File: src/rtl/mem_arbiter.sv
// Two-master round-robin arbiter and sequencer in front of a single-port synchronous RAM.
// Sub-word stores become an internal read-modify-write; off-window accesses complete without touching RAM.
module mem_arbiter #(
    parameter int          DATA_W   = 32,
    parameter int          RAM_AW   = 10,
    parameter logic [19:0] WIN_BASE = 20'h00001
) (
    input  logic              clk,
    input  logic              rst_n,
    input  logic              if_req,
    input  logic [31:0]       if_addr,
    output logic              if_gnt,
    output logic              if_rvalid,
    output logic [DATA_W-1:0] if_rdata,
    input  logic              ls_req,
    input  logic              ls_we,
    input  logic [31:0]       ls_addr,
    input  logic [DATA_W-1:0] ls_wdata,
    input  logic [3:0]        ls_be,
    output logic              ls_gnt,
    output logic              ls_rvalid,
    output logic [DATA_W-1:0] ls_rdata,
    output logic [RAM_AW-1:0] ram_addr,
    output logic [DATA_W-1:0] ram_data,
    output logic              ram_we,
    input  logic [DATA_W-1:0] ram_q
);

    localparam int LANE_W = DATA_W / 4;

    typedef enum logic [1:0] {S_IDLE, S_MERGE, S_RESP} state_t;

    state_t              r_state;
    logic                r_owner_ls;
    logic                r_last_ls;
    logic                r_we;
    logic                r_inwin;
    logic [RAM_AW-1:0]   r_addr;
    logic [DATA_W-1:0]   r_wdata;
    logic [3:0]          r_be;

    logic                w_idle;
    logic                w_gnt_ls;
    logic                w_gnt_if;
    logic                w_gnt;
    logic [31:0]         w_sel_addr;
    logic                w_sel_we;
    logic                w_sel_inwin;
    logic                w_full_st;
    logic                w_part_st;
    logic                w_resp;
    logic [DATA_W-1:0]   w_rdata;
    logic [DATA_W-1:0]   w_merge_data;
    logic                w_unused_addr_bits;

    // Grants only in IDLE; on contention the master that did not win last time goes first.
    assign w_idle   = rst_n && (r_state == S_IDLE);
    assign w_gnt_ls = w_idle && ls_req && (!if_req || !r_last_ls);
    assign w_gnt_if = w_idle && if_req && !w_gnt_ls;
    assign w_gnt    = w_gnt_ls || w_gnt_if;
    assign if_gnt   = w_gnt_if;
    assign ls_gnt   = w_gnt_ls;

    assign w_sel_addr  = w_gnt_ls ? ls_addr : if_addr;
    assign w_sel_we    = w_gnt_ls && ls_we;
    assign w_sel_inwin = (w_sel_addr[31:12] == WIN_BASE);
    assign w_full_st   = w_sel_we && w_sel_inwin && (ls_be == 4'hF);
    assign w_part_st   = w_sel_we && w_sel_inwin && (ls_be != 4'h0) && (ls_be != 4'hF);

    assign w_unused_addr_bits = ^{if_addr[1:0], ls_addr[1:0]};

    always_comb begin
        w_merge_data = ram_q;
        for (int i = 0; i < 4; i++) begin
            if (r_be[i]) w_merge_data[i*LANE_W +: LANE_W] = r_wdata[i*LANE_W +: LANE_W];
        end
    end

    always_comb begin
        // NOTE: every output gets a default before the branches so no path can infer a latch.
        ram_addr = '0;
        ram_data = '0;
        ram_we   = 1'b0;
        if (w_gnt) begin
            ram_addr = w_sel_addr[RAM_AW+1:2];
            if (w_full_st) begin
                ram_we   = 1'b1;
                ram_data = ls_wdata;
            end
        end else if (r_state == S_MERGE) begin
            ram_addr = r_addr;
            ram_we   = 1'b1;
            ram_data = w_merge_data;
        end
    end

    // Read data is only meaningful for in-window loads; ram_q is valid in RESP for those.
    assign w_resp    = (r_state == S_RESP);
    assign w_rdata   = (r_inwin && !r_we) ? ram_q : '0;
    assign if_rvalid = w_resp && !r_owner_ls;
    assign ls_rvalid = w_resp && r_owner_ls;
    assign if_rdata  = if_rvalid ? w_rdata : '0;
    assign ls_rdata  = ls_rvalid ? w_rdata : '0;

    always_ff @(posedge clk or negedge rst_n) begin
        if (!rst_n) begin
            r_state    <= S_IDLE;
            r_owner_ls <= 1'b0;
            r_last_ls  <= 1'b0;
            r_we       <= 1'b0;
            r_inwin    <= 1'b0;
            r_addr     <= '0;
            r_wdata    <= '0;
            r_be       <= '0;
        end else begin
            // NOTE: state registers use non-blocking assignment so every flop samples pre-edge values.
            case (r_state)
                S_IDLE: begin
                    if (w_gnt) begin
                        r_owner_ls <= w_gnt_ls;
                        r_last_ls  <= w_gnt_ls;
                        r_we       <= w_sel_we;
                        r_inwin    <= w_sel_inwin;
                        r_addr     <= w_sel_addr[RAM_AW+1:2];
                        r_wdata    <= ls_wdata;
                        r_be       <= ls_be;
                        r_state    <= w_part_st ? S_MERGE : S_RESP;
                    end
                end
                S_MERGE: r_state <= S_RESP;
                S_RESP:  r_state <= S_IDLE;
                default: r_state <= S_IDLE;
            endcase
        end
    end

endmodule

File: config.mk
export PLATFORM = sky130hd
export DESIGN_NAME = mem_arbiter
export DESIGN_NICKNAME = d
export VERILOG_FILES = /design/src/rtl/mem_arbiter.sv
export SDC_FILE = /design/constraint.sdc
export NUM_CORES = 1
export LEC_CHECK = 0
export CORE_MARGIN = 4
export CORE_UTILIZATION = 25
export DETAILED_ROUTE_END_ITERATION = 6
export HOLD_SLACK_MARGIN = 0.08
export RECOVER_POWER = 50
export SYNTH_ARGS = -nofsm -noshare
export SYNTH_HDL_FRONTEND = slang
export SYNTH_SLANG_ARGS = --single-unit
File: constraint.sdc
create_clock -name clk -period 7 [get_ports clk]
set_clock_uncertainty 0.2 [all_clocks]
set_input_delay 1.4 -clock clk [delete_from_list [all_inputs] [get_ports clk]]
set_output_delay 1.4 -clock clk [all_outputs]
set_load 0.01 [all_outputs]
==> key figures <==
Run status
  – Status: finished, violations left
  – Failing checks: max-capacitance violations, max-slew violations

Critical path
  – Worst path required time: 5.40 ns
  – Delay of the slowest critical-path stage: 0.58 ns
  – Startpoint Class: primary input
  – Buf/Inv on CP: 3
  – Cell mode on critical path: clkdlybuf4s50_1
  – Crit path max-delay cell type: clkdlybuf4s50_1
  – Top Family by Delay on Critical Path: buffers and inverters
  – WP data arrival: 3.85 ns
  – Worst Path Max Fanout: 18
  – CP Cell Sequence: clkdlybuf4s50_1 > and4_1 > o211ai_1 > nor4_4 > buf_4 > o2bb2ai_1 > clkdlybuf4s50_1
  – CP endpoint kind: output pin
  – Crit path kind: in -> out

Clock network
  – CTS Sinks: roughly 50
  – H-tree level count: 2
  – CTS buffer count: 5
  – Worst-path clk slew: 0.06 ns
  – CTS Root Cell: clkbuf_16
  – Cts repair resizes: 0
  – CTS tree: yes
  – CTS Buffer Depth: 2
  – Hold_buf cts: 0
  – Post-CTS setup buffer count: 0
  – Worst skew pair latency: 0.29 ns

Timing
  – Final TNS setup: 0 ns
  – Final setup fails: 0
  – Slew @ Worst Pin: about 2.8 ns
  – Slew Viols, Final: 93
  – Period minus WS final: 5.45 ns
  – Fmax achieved: between 0.15 and 0.2 GHz
  – RSZ-0062 raised after global routing: false
  – Hold Vio Cnt, Final: 0
  – Relative slew slack: -89.0%
  – Fin crit share: 77.8%

Drt
  – Vias per cell: 4.55
  – DR WL/cell: 15.8 um
  – DRC viols: 0
  – Initial drt markers: 105
  – WL final: between 10000 and 15000 um
  – DR vias: 3728
  – Remaining antenna violation count: 0
  – DRT Pass-1 Iters: 4

Logic synthesis
  – Yosys reg bits: 51
  – Ys async rst share: 100%
  – Yosys warnings: 0
  – Synth Cell Area: 3590 um^2
  – Mapped Cells: about 410
  – Avg Cell Area, Syn: approximately 8.7 um^2
  – Sequential area share after synthesis: 35.5%
  – Synth cell types: 32
  – Synth Flop Type: dfrtp_1
  – Post-synth EDFFs: 0
  – Syn_nets: 551

Global route
  – First-pass GRT wire length: 20400 um
  – GR Overflow Total: 0
  – Largest net degree at the start of global routing: 52
  – Antenna violations before repair: 0
  – Tot GR Track Use: around 15%
  – Vias in the first global route: 3869

Floorplan
  – DIE WIDTH: 128 um
  – Die Span Y: 128 um
  – Initial Util: 25.7%
  – Die area: 16400 um^2
  – # rows: between 40 and 50
  – Core area: 14000 um^2
  – IO Pins: about 250

Run
  – Total of max-cap violations: 2

Finish
  – Ant diodes: 0
  – Seq. cell area: roughly 1300 um^2
  – Area of the multi-input gates: 2180 um^2
  – Share of layout cells above drive strength 1: 6.73%
  – Area grow syn2layout: 74.8%
  – Fill cells: 1362
  – Fin nets: 775

Place
  – Port Buffer Count: 243
  – Global placer's final weighted congestion: between 0.8 and 0.9
  – HPWL after DPL: 9850 um

Pwr
  – Leakage power: roughly 0.0026 uW
  – Power per cell area: 139 nW/um^2
  – VDD IR max: 90.1 uV
  – Final Power: 874 uW

Worst hold path
  – Hold Crit Class: reg -> reg
logic make-up after synthesis:
family / Yosys count / share of synthesized area, %
DFF: 51 / 35.5
muxes: 42 / 11.7
buffers and inverters: 32 / 4.00
and+or+nand+nor: 230 / 31.7
AOI/OAI and AO/OA: 59 / 17.1
cell type report:
| class | count | area share [%] |
|---|---|---|
| clock buffer | 6 | 2.05 |
| clock inverter | 2 | 0.199 |
| inverter | 2 | 0.120 |
| multi-input combinational | 331 | 34.7 |
| sequential | 51 | 20.3 |
| tap | 180 | 3.59 |
| timing repair buffer | 247 | 39.0 |
final timing paths:
kind                                              from                endpoint  slack [ns]  depth (start not counted)
worst max-delay path                          ls_be[1]             ram_data[0]        1.55                          7
worst min-delay path            r_wdata[1]$_DFFE_PN0P_  r_wdata[1]$_DFFE_PN0P_        0.27                          2
worst max register to register  r_state[1]$_DFFE_PN0P_  r_state[0]$_DFFE_PN0P_        4.34                          4
worst min register to register  r_wdata[1]$_DFFE_PN0P_  r_wdata[1]$_DFFE_PN0P_        0.27                          2
max in group asynchronous                        rst_n     r_be[0]$_DFFE_PN0P_        3.03                          2
min in group asynchronous                        rst_n   r_addr[9]$_DFFE_PN0P_        1.95                          2
synthesized netlist by cell type, types with 3 or more instances:
cell / number / share of area [%]
clkbuf_1: 21 / 2.2
o2bb2ai_2: 30 / 13
buf_6: 3 / 0.94
and3_1: 4 / 0.70
o21ai_1: 21 / 2.9
dfrtp_1: 51 / 36
buf_1: 5 / 0.52
nor2b_1: 3 / 0.52
nor4_1: 9 / 1.6
and2_1: 65 / 11
mux2i_1: 42 / 12
nand2_1: 134 / 14
registers in the layout, indices dropped and copies added (netlist names):
signal / flops
r_we: 1
r_inwin: 1
r_state: 2
r_addr: 10
r_last_ls: 1
r_be: 4
r_wdata: 32
per-stage QoR:
stage | utilization (%) | hold slack (ns) | instances | setup WS [ns] | area, um^2
after global routing | 44.9 | 0.295 | 819 | 1.30 | 6280
final | 44.9 | 0.273 | 819 | 1.55 | 6280
after global placement | 44.0 | 0.257 | 811 | 1.50 | 6150
after detailed placement | 44.0 | 0.262 | 811 | 1.49 | 6150
after CTS | 45.0 | 0.280 | 819 | 1.49 | 6300
after floorplan | - | 0.245 | 414 | 2.79 | 3590
power breakdown:
part           internal, uW  switching, uW  leakage, uW
Clock                   132            109    0.0000669
Combinational           145            107      0.00192
Sequential              341           40.5     0.000632
Total                   618            256      0.00262
cell usage in the layout, fill, tap and decap left out, types with 2 or more instances in the layout:
master           instances
o21ai_1                 11
dlygate4sd3_1            5
nor2b_1                  3
mux2i_1                 42
or3_1                    2
and3_1                   4
nand2_1                134
nand3_1                  2
nand4_1                  2
clkbuf_16                5
o2bb2ai_2               30
nor4_1                   9
nor4b_1                  2
o21ai_0                 11
clkdlybuf4s50_1        237
clkbuf_1                 4
and2_1                  65
o2bb2ai_1                2
buf_4                    2
inv_1                    2
dfrtp_1                 51
worst min-delay path, cell delays in order, from the launching register on:
cell and delay, ns:
dfrtp_1 0.34, nand2_1 0.05, nand2_1 0.05
layer usage:
metal | vias to the layer above | GRT usage (%) | wire length [um]
met5 | - | 0 | 0
met4 | 0 | 2.31 | 96
met3 | 7 | 4.29 | 1110
met2 | 168 | 27.6 | 6380
met1 | 1694 | 18.9 | 5350
li1 | 1859 | - | -
(Power assumes the default switching activity.)
